==> src/rtl/ex_8_2_rr_sched.sv <==
// ex_8_2_rr_sched
//   Round-robin scheduler that shares one ASMD datapath among NREQ
//   requesters. It grants one requester per run, pulses dp_start, follows the
//   run through dp_busy and returns the captured E/F flags with a done pulse
//   to the grantee. A watchdog aborts runs that take too long. The abort
//   pulses dp_clr to the datapath and err to the requester.
//
//   clk       in   system clock, rising edge
//   rstb      in   synchronous reset, active-high
//   req       in   [NREQ] level requests
//   gnt       out  [NREQ] one-hot grant, held for the whole run
//   done      out  [NREQ] one-cycle completion pulse to the grantee
//   res_E     out  E flag captured at the end of the last completed run
//   res_F     out  F flag captured at the end of the last completed run
//   err       out  one-cycle pulse, last run aborted on timeout
//   dp_start  out  one-cycle start pulse to the ASMD
//   dp_clr    out  one-cycle synchronous clear to the ASMD (abort only)
//   dp_busy   in   ASMD not idle
//   dp_E      in   ASMD E flag
//   dp_F      in   ASMD F flag
//
// state   | meaning
// S_IDLE  | no run active, arbitrating among req
// S_START | dp_start high for one cycle, watchdog cleared
// S_WAIT  | waiting for the ASMD to report busy
// S_RUN   | ASMD busy, waiting for it to return to idle
// S_DONE  | done pulse, flags captured
// S_ABORT | watchdog expired: done + err + dp_clr pulse

module ex_8_2_rr_sched #(
   parameter int NREQ    = 4,
   parameter int TIMEOUT = 31,
   parameter int TW      = 5
) (
   input  logic            clk,
   input  logic            rstb,
   input  logic [NREQ-1:0] req,
   output logic [NREQ-1:0] gnt,
   output logic [NREQ-1:0] done,
   output logic            res_E,
   output logic            res_F,
   output logic            err,
   output logic            dp_start,
   output logic            dp_clr,
   input  logic            dp_busy,
   input  logic            dp_E,
   input  logic            dp_F
);

   localparam int PW = (NREQ > 1) ? $clog2(NREQ) : 1;

   typedef enum logic [2:0] {
      S_IDLE,
      S_START,
      S_WAIT,
      S_RUN,
      S_DONE,
      S_ABORT
   } state_t;

   state_t          state, state_nxt;
   logic [PW-1:0]   ptr, ptr_nxt;
   logic [TW-1:0]   timer, timer_nxt;
   logic [NREQ-1:0] gnt_nxt, done_nxt;
   logic            err_nxt, dp_start_nxt, dp_clr_nxt;
   logic            res_e_nxt, res_f_nxt;

   logic [PW-1:0]   win;
   logic            found;

   // Search starts at ptr and wraps, so the requester just served is the
   // last one considered on the next arbitration.
   always_comb begin
      int            idx;
      logic [PW-1:0] cand;
      found = 1'b0;
      win   = '0;
      idx   = 0;
      cand  = '0;
      for (int k = 0; k < NREQ; k++) begin
         idx = int'(ptr) + k;
         if (idx >= NREQ) idx = idx - NREQ;
         cand = PW'(idx);
         if (!found && req[cand]) begin
            found = 1'b1;
            win   = cand;
         end
      end
   end

   always_comb begin
      state_nxt    = state;
      ptr_nxt      = ptr;
      timer_nxt    = timer;
      gnt_nxt      = gnt;
      done_nxt     = '0;
      err_nxt      = 1'b0;
      dp_start_nxt = 1'b0;
      dp_clr_nxt   = 1'b0;
      res_e_nxt    = res_E;
      res_f_nxt    = res_F;

      case (state)
         S_IDLE: begin
            gnt_nxt = '0;
            if (found) begin
               state_nxt    = S_START;
               gnt_nxt[win] = 1'b1;
               ptr_nxt      = (win == PW'(NREQ - 1)) ? '0 : win + 1'b1;
               dp_start_nxt = 1'b1;
            end
         end
         S_START: begin
            state_nxt = S_WAIT;
            timer_nxt = '0;
         end
         S_WAIT: begin
            timer_nxt = timer + 1'b1;
            if (timer == TW'(TIMEOUT)) begin
               state_nxt  = S_ABORT;
               done_nxt   = gnt;
               err_nxt    = 1'b1;
               dp_clr_nxt = 1'b1;
            end else if (dp_busy) begin
               state_nxt = S_RUN;
            end
         end
         S_RUN: begin
            timer_nxt = timer + 1'b1;
            // watchdog is checked first: it wins over a completion seen on the same edge
            if (timer == TW'(TIMEOUT)) begin
               state_nxt  = S_ABORT;
               done_nxt   = gnt;
               err_nxt    = 1'b1;
               dp_clr_nxt = 1'b1;
            end else if (!dp_busy) begin
               state_nxt = S_DONE;
               done_nxt  = gnt;
               res_e_nxt = dp_E;
               res_f_nxt = dp_F;
            end
         end
         S_DONE, S_ABORT: begin
            state_nxt = S_IDLE;
            gnt_nxt   = '0;
         end
         default: begin
            state_nxt = S_IDLE;
            gnt_nxt   = '0;
         end
      endcase
   end

   always_ff @(posedge clk) begin
      if (rstb) begin
         state    <= S_IDLE;
         ptr      <= '0;
         timer    <= '0;
         gnt      <= '0;
         done     <= '0;
         err      <= 1'b0;
         dp_start <= 1'b0;
         dp_clr   <= 1'b0;
         res_E    <= 1'b0;
         res_F    <= 1'b0;
      end else begin
         state    <= state_nxt;
         ptr      <= ptr_nxt;
         timer    <= timer_nxt;
         gnt      <= gnt_nxt;
         done     <= done_nxt;
         err      <= err_nxt;
         dp_start <= dp_start_nxt;
         dp_clr   <= dp_clr_nxt;
         res_E    <= res_e_nxt;
         res_F    <= res_f_nxt;
      end
   end

endmodule

==> config.mk <==
export PLATFORM = sky130hd
export DESIGN_NAME = ex_8_2_rr_sched
export DESIGN_NICKNAME = d
export VERILOG_FILES = /design/src/rtl/ex_8_2_rr_sched.sv
export SDC_FILE = /design/constraint.sdc
export NUM_CORES = 1
export LEC_CHECK = 0
export CORE_ASPECT_RATIO = 0.7
export CORE_MARGIN = 2
export CORE_UTILIZATION = 48
export DETAILED_ROUTE_END_ITERATION = 8
export GPL_ROUTABILITY_DRIVEN = 0
export GPL_TIMING_DRIVEN = 0
export PLACE_DENSITY = 0.82
export SYNTH_ARGS = -nofsm -noshare
export SYNTH_HDL_FRONTEND = slang
export SYNTH_SLANG_ARGS = --single-unit
==> constraint.sdc <==
create_clock -name clk -period 2.2 [get_ports clk]
set_input_delay 0.33 -clock clk [delete_from_list [all_inputs] [get_ports clk]]
set_output_delay 0.33 -clock clk [all_outputs]
set_load 0.02 [all_outputs]
==> impl_metrics.toml <==
[global_routing]
grt_pass1_vias = 733
antenna_found_initial = 0
grt_pass1_wl_um = 3243
grt-ovfl-total = 0
grt_usage_pct = 17.69
grt_max_degree = 14

[synth]
avgSynthCellArea_um2 = 9.450
synth_nets = 120
post-synth-top-area-cell = "dfxtp_1"
synth.distinct_cells = 33
ys_ff_latch = 22
async_flop_share_pct = 0
yosysWarningCount = 0
ys_seq_area_share_pct = 44.39
synthTopCellsByArea = "dfxtp_1 (44%), nor2_1 (7.9%), ha_1 (7.6%), a22oi_1 (5.3%), mux2i_1 (4.0%)"
synth_edf_count = 0
synth_top_cell_area_share_pct = 44.39
syn_area_um2 = 992.2
yosysMostFrequentCell = "dfxtp_1"
syn_inst = 105
synth_common_cells = "dfxtp_1 (22), nor2_1 (21), a22oi_1 (7)"
synth_ff_type = "dfxtp_1"

[timing]
finClkSkew_ns = 0.002702
fmax_mhz = 531.4
rsz0062_at_grt = "false"
relSlewSlack_pct = 63.80
period_minus_slack_ns = 1.882
hold_slack_ns = 0.5007
setup_viol = 0
final.period_utilization_pct = 85.54
hold_viol = 0
setup_tns_ns = 0
drv_slew = 0
worstMarginPinSlew_ns = 0.5389

[routing]
ant_nets = 0
wl_per_cell_um = 12.66
routed_via_density = 5.395
drc = 0
drt_first_iter_violations = 19
drt_first_pass_iters = 4
wl_um = 1925
vias = 820

[setup_path]
critPathArrivalTime_ns = 2.10
cp_max_fo = 5
cp.required_ns = 2.41
worst-setup-path-type = "primary input to flop"
end_kind = "flop"
crit_path_start_kind = "primary input"

[die]
rows = 13
fp.dieArea_um2 = 2453
fp.dieH_um = 42.04
io_pins = 22
start_util_pct = 52.14
fp.dieW_um = 58.34
core-area_um2 = 1903

[final_layout]
diodes = 0
syn2layout_area_growth_pct = 29.26
nFillCells = 145
final_nets = 146
post_layout_nonfiller_instances = 152
multi_input_area_um2 = 506.7
seq_area_um2 = 440.4
layout-drive-gt1-share_pct = 10.00

[power_and_ir_drop]
p_leak_nw = 0.5317
total_power_mw = 0.9811
ir_drop_uv = 576.5
powerDensity_nw_per_um2 = 765.0

[place]
numPlacedInstances = 148
dpl.hpwl_um = 1460
port_buffers = 21

[cts]
cts_max_level = 1
post-cts-setup-buffers = 0
holdBufCountCts = 0
clk_pin_slew_ns = 0.12
cts_tree = "yes"
clock-root-buffer = "clkbuf_4"
cts_buffers = 3
cts.sinks = 22
clk_path_buf_depth = 2
cts_resized = 0
clk_latency_ns = 0.32

[run]
max_cap_viol_count = 0

[outcome]
status = "finished, final reports clean"

[min_path]
hold_class = "flop to flop"
per-stage QoR:
stage	cell area [um2]	utilization, %	worst slack [ns]
final	1282	67.39	0.3182
after CTS	1282	67.39	0.3100
after global routing	1282	67.39	0.1997
after floorplan	992.2	-	0.6019
after global placement	1230	64.63	0.03335
after detailed placement	1230	64.63	-0.02804
flip-flops by register name, summed over array words and instances (netlist names):
register	flops
res_F	1
ptr	2
dp_start	1
timer	5
dp_clr	1
res_E	1
done	4
gnt	4
state	3
path summary, 6_finish.rpt:
path	from	to	slack, ns	depth (start not counted)
worst min-delay path	gnt[0]	done[0]	0.50	1
worst min register to register	gnt[0]	done[0]	0.50	1
worst max register to register	ptr[1]	gnt[2]	0.35	7
worst max-delay path	req[0]	gnt[2]	0.32	8
kinds of logic after synthesis:
family / Yosys count / share of synthesized area (%)
buf+inv: 9 / 4.540
compound gates: 19 / 13.37
mux: 5 / 5.170
flops: 22 / 44.39
simple gates: 44 / 24.97
fa+ha+maj: 6 / 7.566
worst max-delay path, stage by stage:
cell             delay (ns)
clkdlybuf4s50_1        0.51
mux2i_1                0.17
nor2_1                 0.05
nor3_1                 0.46
inv_1                  0.14
ha_1                   0.23
a22oi_1                0.15
nor2_1                 0.05
final cells by class:
class                           count  area share [%]
Multi-Input combinational cell     74           39.51
Tap cell                           22           2.146
Clock buffer                        3           1.756
Timing Repair Buffer               21           16.39
Sequential cell                    22           34.34
Buffer                              4           2.049
Clock inverter                      1           2.341
Inverter                            5           1.463
cells in the final DEF (no fill, tap or decap), types with 2 or more instances in the layout:
master,count
nor2_1,21
buf_1,2
nor3_1,2
mux2i_1,4
inv_1,5
ha_1,6
clkbuf_4,3
a22oi_1,7
dfxtp_1,22
a21oi_1,6
and2_1,4
clkdlybuf4s50_1,21
nand2_1,2
nand3_1,3
power by group:
group	leakage, nW	internal, mW	switching (mW)
Combinational	0.325	0.101	0.114
Clock	0.0279	0.184	0.127
Sequential	0.179	0.427	0.0277
Total	0.532	0.712	0.269
metal layers:
layer / share of wire, % / vias up / GRT usage [%] / wire length [um]
met4: 1.7 / 0 / 6.977 / 32
met5: 0 / - / 0 / 0
met1: 44 / 383 / 22.05 / 851
met3: 7.6 / 4 / 6.173 / 147
li1: - / 406 / - / -
met2: 46 / 27 / 27.87 / 893
Power figures use the tool's default switching activity.
==> RTL edit 1: new RTL, config.mk and constraints unchanged <==
Change the parameter `TW` from 5 to 4.
--- a/src/rtl/ex_8_2_rr_sched.sv
+++ b/src/rtl/ex_8_2_rr_sched.sv
@@ -30,7 +30,7 @@
 module ex_8_2_rr_sched #(
    parameter int NREQ    = 4,
    parameter int TIMEOUT = 31,
-   parameter int TW      = 5
+   parameter int TW      = 4
 ) (
    input  logic            clk,
    input  logic            rstb,
Function: same outputs for any inputs over 10 cycles, from zero or initial values and one cycle with rstb high; that may be too few to reach the edited logic, so the function may still have changed.
==> RTL edit 1 against the original RTL <==
Setup slack gained 100 ps; sequential power shrank 3%; synthesized area shrank 1.8%; total power shrank 9.6%; sequential share of layout area shrank 0.44 points; wire length shrank 2.5%; maximum frequency grew 5.6%; design area shrank 3.3%; sequential cell count shrank 1.
==> RTL edit 1: results (changes against the original RTL) <==
The flow ran to the end, and the final reports show no timing, DRC or antenna violations. By area the synthesized netlist is led by dfxtp_1, ha_1, nor2_1. For hold timing, the worst endpoint is done[0]$_SDFF_PP0_. The worst hold margin came out at 508 ps (+6.96 ps). Peak ir drop on the vdd network: 0.000553 V (-4.0%).

The logs give 0.477 nW (-10%) for the cell leakage power and 21 (-4.5%) for the total number of sequential cells. The CTS buffer count came out at 3 (unchanged). The post-layout utilization of the core is 65.7% (-1.7 points). The synthesized netlist net count was 118 (-1.7%); the worst slack at placement was 94.4 ps (+122 ps).

The antenna diode count is 0 (unchanged). The run gives 710 ps (+360 ps) as the worst setup slack for register-to-register paths. The tools report the count of routing violations after the opening detailed-route iteration as 13 (-6). The maximum number of pins on one net before global-route repair came out at 13 (-1).

For the required time at the worst-slack endpoint, the log shows 2390 ps (-20 ps). By count the netlist is led by dfxtp_1, nor2_1, a21oi_1, and2_1, ha_1. The post-route minimum period is 1780 ps (-99.7 ps). The number of instances on the worst hold path came out at 1 (unchanged). The tools report the global-route wire length before repair as 3.14 mm (-3.2%). The relative max-transition margin was 69.1% (+5.3 points); the mean number of vias per cell was 5.50 (+2.0%). The run gives 43.1% (-1.3 points) as the proportion of synthesized chip area in sequential cells. Cell type group with the largest total delay on the critical path: buffers and inverters.

The number of global-route vias before repair came out at 748 (+2.0%). The power per cell area was 715 nW/um2 (-6.5%). The number of non-clock buffers is 26 (+4.0%). The tools report the unique cell type count in the Yosys netlist as 36 (+9.1%).

The inverter count of the layout excluding clock inverters is 4 (-1). The number of cells on the worst reg-to-reg path came out at 6 (-1). Sequential cell area: 420 um2 (-4.5%). Share of cell area taken by multi-input logic gates: 41.5% (+2.0 points).

The run gives 4.66 ps (+1.96 ps) as the worst clock skew. The worst hold path begins at gnt[0]$_SDFFE_PP0N_. The total detailed-routing wirelength was 1.88 mm (-2.5%); the non-clock buffering overhead in the final layout was 19.0% (+0.53 points). The net total in the final layout came out at 144 (-1.4%).

The startpoint identified for the worst register-to-register timing path is ptr[0]$_SDFFE_PP0P_. Share of layout cells above drive strength 1: 14.7% (+4.7 points). The biggest cell delay along the critical path was 530 ps (+20 ps); the total of fill cells in the finished design was 156 (+7.6%). In the final layout, the registers with the most flip-flops are done x4, gnt x4, timer x4.

The non-filler instance count after layout came out at 151 (-0.66%). The post-synthesis cell count came out at 104 (-0.95%). The placed standard-cell area is 1210 um2 (-1.4%), and the portion of the layout cell area used by clock cells is 2.22% (-1.9 points).

Largest fanout of any net on the critical path: 4 (-1). The endpoint identified for the worst register-to-register timing path is ptr[1]$_SDFFE_PP0P_. The half-perimeter wire length after placement was 1.50 mm (+2.6%); the overall track demand over capacity in global routing was 16.7% (-0.97 points).
-- RTL edit 1: changes by cell type after synthesis, sizes merged, moves of 2 or more --
| cell | before | now |
|---|---|---|
| a22oi | 7 | 5 |
| clkbuf | 0 | 2 |
| mux2i | 4 | 2 |
| nand2 | 2 | 4 |
| nor2 | 21 | 15 |
| nor2b | 1 | 4 |
| o22ai | 0 | 2 |
-- RTL edit 1: kinds of logic after synthesis --
family	synth area share, %
AND/OR/NAND/NOR	25.2
AO/OA/AOI/OAI	18.0
flip-flops	43.1
buffers and inverters	4.11
adder cells (fa/ha/maj)	6.42
multiplexers	3.21
-- RTL edit 1: per-layer routing --
layer | up-vias | wire length [um] | track usage (%)
met4 | 0 | 9 | 4.19
met1 | 389 | 819 | 18.9
li1 | 419 | - | -
met2 | 21 | 953 | 30.0
met5 | - | 0 | 0
met3 | 2 | 95 | 5.61
-- RTL edit 1: power by group --
group	internal [mW]	switching [mW]	total [mW]
registers	0.413	0.0277	0.440
logic	0.117	0.141	0.259
clock network	0.0679	0.120	0.188
==> RTL edit 2: new RTL, config.mk and constraints unchanged <==
Without the edit above. Encoding of `state_t`: now one-hot (6 bits for 6 states).
--- a/src/rtl/ex_8_2_rr_sched.sv
+++ b/src/rtl/ex_8_2_rr_sched.sv
@@ -49,13 +49,13 @@
 
    localparam int PW = (NREQ > 1) ? $clog2(NREQ) : 1;
 
-   typedef enum logic [2:0] {
-      S_IDLE,
-      S_START,
-      S_WAIT,
-      S_RUN,
-      S_DONE,
-      S_ABORT
+   typedef enum logic [5:0] {
+      S_IDLE  = 6'b000001,
+      S_START = 6'b000010,
+      S_WAIT  = 6'b000100,
+      S_RUN   = 6'b001000,
+      S_DONE  = 6'b010000,
+      S_ABORT = 6'b100000
    } state_t;
 
    state_t          state, state_nxt;
Formal check against the unedited RTL: same outputs for any inputs over 10 cycles, from zero or initial values and one cycle with rstb high; not proved beyond that.
==> RTL edit 2 against the original RTL <==
Setup slack worse by 140 ps; design area is 7.1% higher; clock power is 34% lower; wire length is 18% higher; total power is 6.9% lower; via count is 13% higher; synthesized area is 10% higher; highest routed layer unchanged; combinational power is 6% lower; first-iteration DRC count is 42% higher; sequential share of layout area is 2.1 points higher; largest cell class unchanged; die area is 9.6% higher; critical endpoint is now res_F$_SDFFE_PP0P_; sequential cell count is 3 higher; global-route usage is 1.1 points higher.
==> RTL edit 2: results (changes against the original RTL) <==
Maximum number of pins on one net before global-route repair: 15 (+1). The total of fill cells in the finished design was 193 (+33%). The post-synthesis cell count is 116 (+10%), and the clock sink count is 25 (+14%). The mean routed wirelength per cell was 13.1 um (+3.4%); the number of global-route vias before repair was 837 (+14%). For the number of combinational gates with multiple inputs, the log shows 83 (+12%). By count the netlist is led by dfxtp_1, nor2_1, a22oi_1, ha_1. The run gives 45.7% (+1.3 points) as the proportion of synthesized chip area in sequential cells. The run gives 1350 um2 (+9.5%) as the placed standard-cell area. The number of cells on the worst reg-to-reg path came out at 5 (-2).

Peak ir drop on the vdd network: 0.000498 V (-14%). For hold timing, the worst endpoint is timer[3]$_SDFFE_PP0P_. The post-route minimum period is 2020 ps (+136 ps), and the worst slack at placement is 40.5 ps (+68.6 ps). The cell leakage power was 0.561 nW (+5.4%); the worst setup slack for register-to-register paths was 180 ps (-170 ps).

Area growth from synthesis to layout: 25.3%. The post-placement cell count came out at 169 (+14%). The number of instances on the worst hold path came out at 2 (+1). The run gives 23.8% (+1.8 points) as the met1 track utilization from global routing. The run finished with clean final reports. Portion of the layout cell area used by clock cells: 2.00% (-2.1 points). The share of layout cells above drive strength 1 works out to 5.67% (-4.3 points).

The tools report the half-perimeter wire length after placement as 1.68 mm (+15%). The share of cell area taken by multi-input logic gates came out at 40.8% (+1.3 points). The biggest cell delay along the critical path is 550 ps (+40 ps). The largest registers in the layout are state x6, timer x5. The logs give 2.27 mm (+18%) for the total detailed-routing wirelength and 18.8% (+1.1 points) for the overall track demand over capacity in global routing. The cell type group with the largest total delay on the critical path was simple AND/OR/NAND/NOR gates. The tools report the detailed-routing wirelength on met1 as 1.09 mm (+28%). The routing usage on met2 is 30.0% (+2.1 points), and the mean number of vias per cell is 5.34 (-1.0%). The worst clock skew was 5.95 ps (+3.25 ps); the fraction of area in registers was 36.4% (+2.1 points). The non-clock buffering overhead in the final layout works out to 16.8% (-1.7 points). For the synthesized netlist net count, the log shows 131 (+9.2%). The met3 demand-to-capacity share in global routing is 5.97% (-0.20 points).
RTL edit 2: cell count changes in the layout (fill, tap and decap cells not counted), sizes merged, moves of 3 or more:
| cell | unedited run | this run |
|---|---|---|
| nor2 | 21 | 18 |
| or2 | 3 | 0 |
| dfxtp | 22 | 25 |
| nor4b | 0 | 3 |
RTL edit 2: kinds of logic (layout without fill, tap and decap cells):
family          after synthesis  count (layout)  share of synthesized area, %
fa+ha+maj                     6               6                          6.85
xor+xnor                      2               2                          1.60
compound gates               24              24                          15.2
flops                        25              25                          45.7
buf+inv                       8              33                          3.20
simple gates                 47              47                          23.9
mux                           4               4                          3.65
RTL edit 2: report_power, final:
| group | total (mW) | switching (mW) | internal (mW) | leakage [nW] |
|---|---|---|---|---|
| sequential | 0.506 | 0.0262 | 0.480 | 0.203 |
| clock | 0.205 | 0.137 | 0.0682 | 0.0177 |
| combinational | 0.203 | 0.111 | 0.0916 | 0.340 |
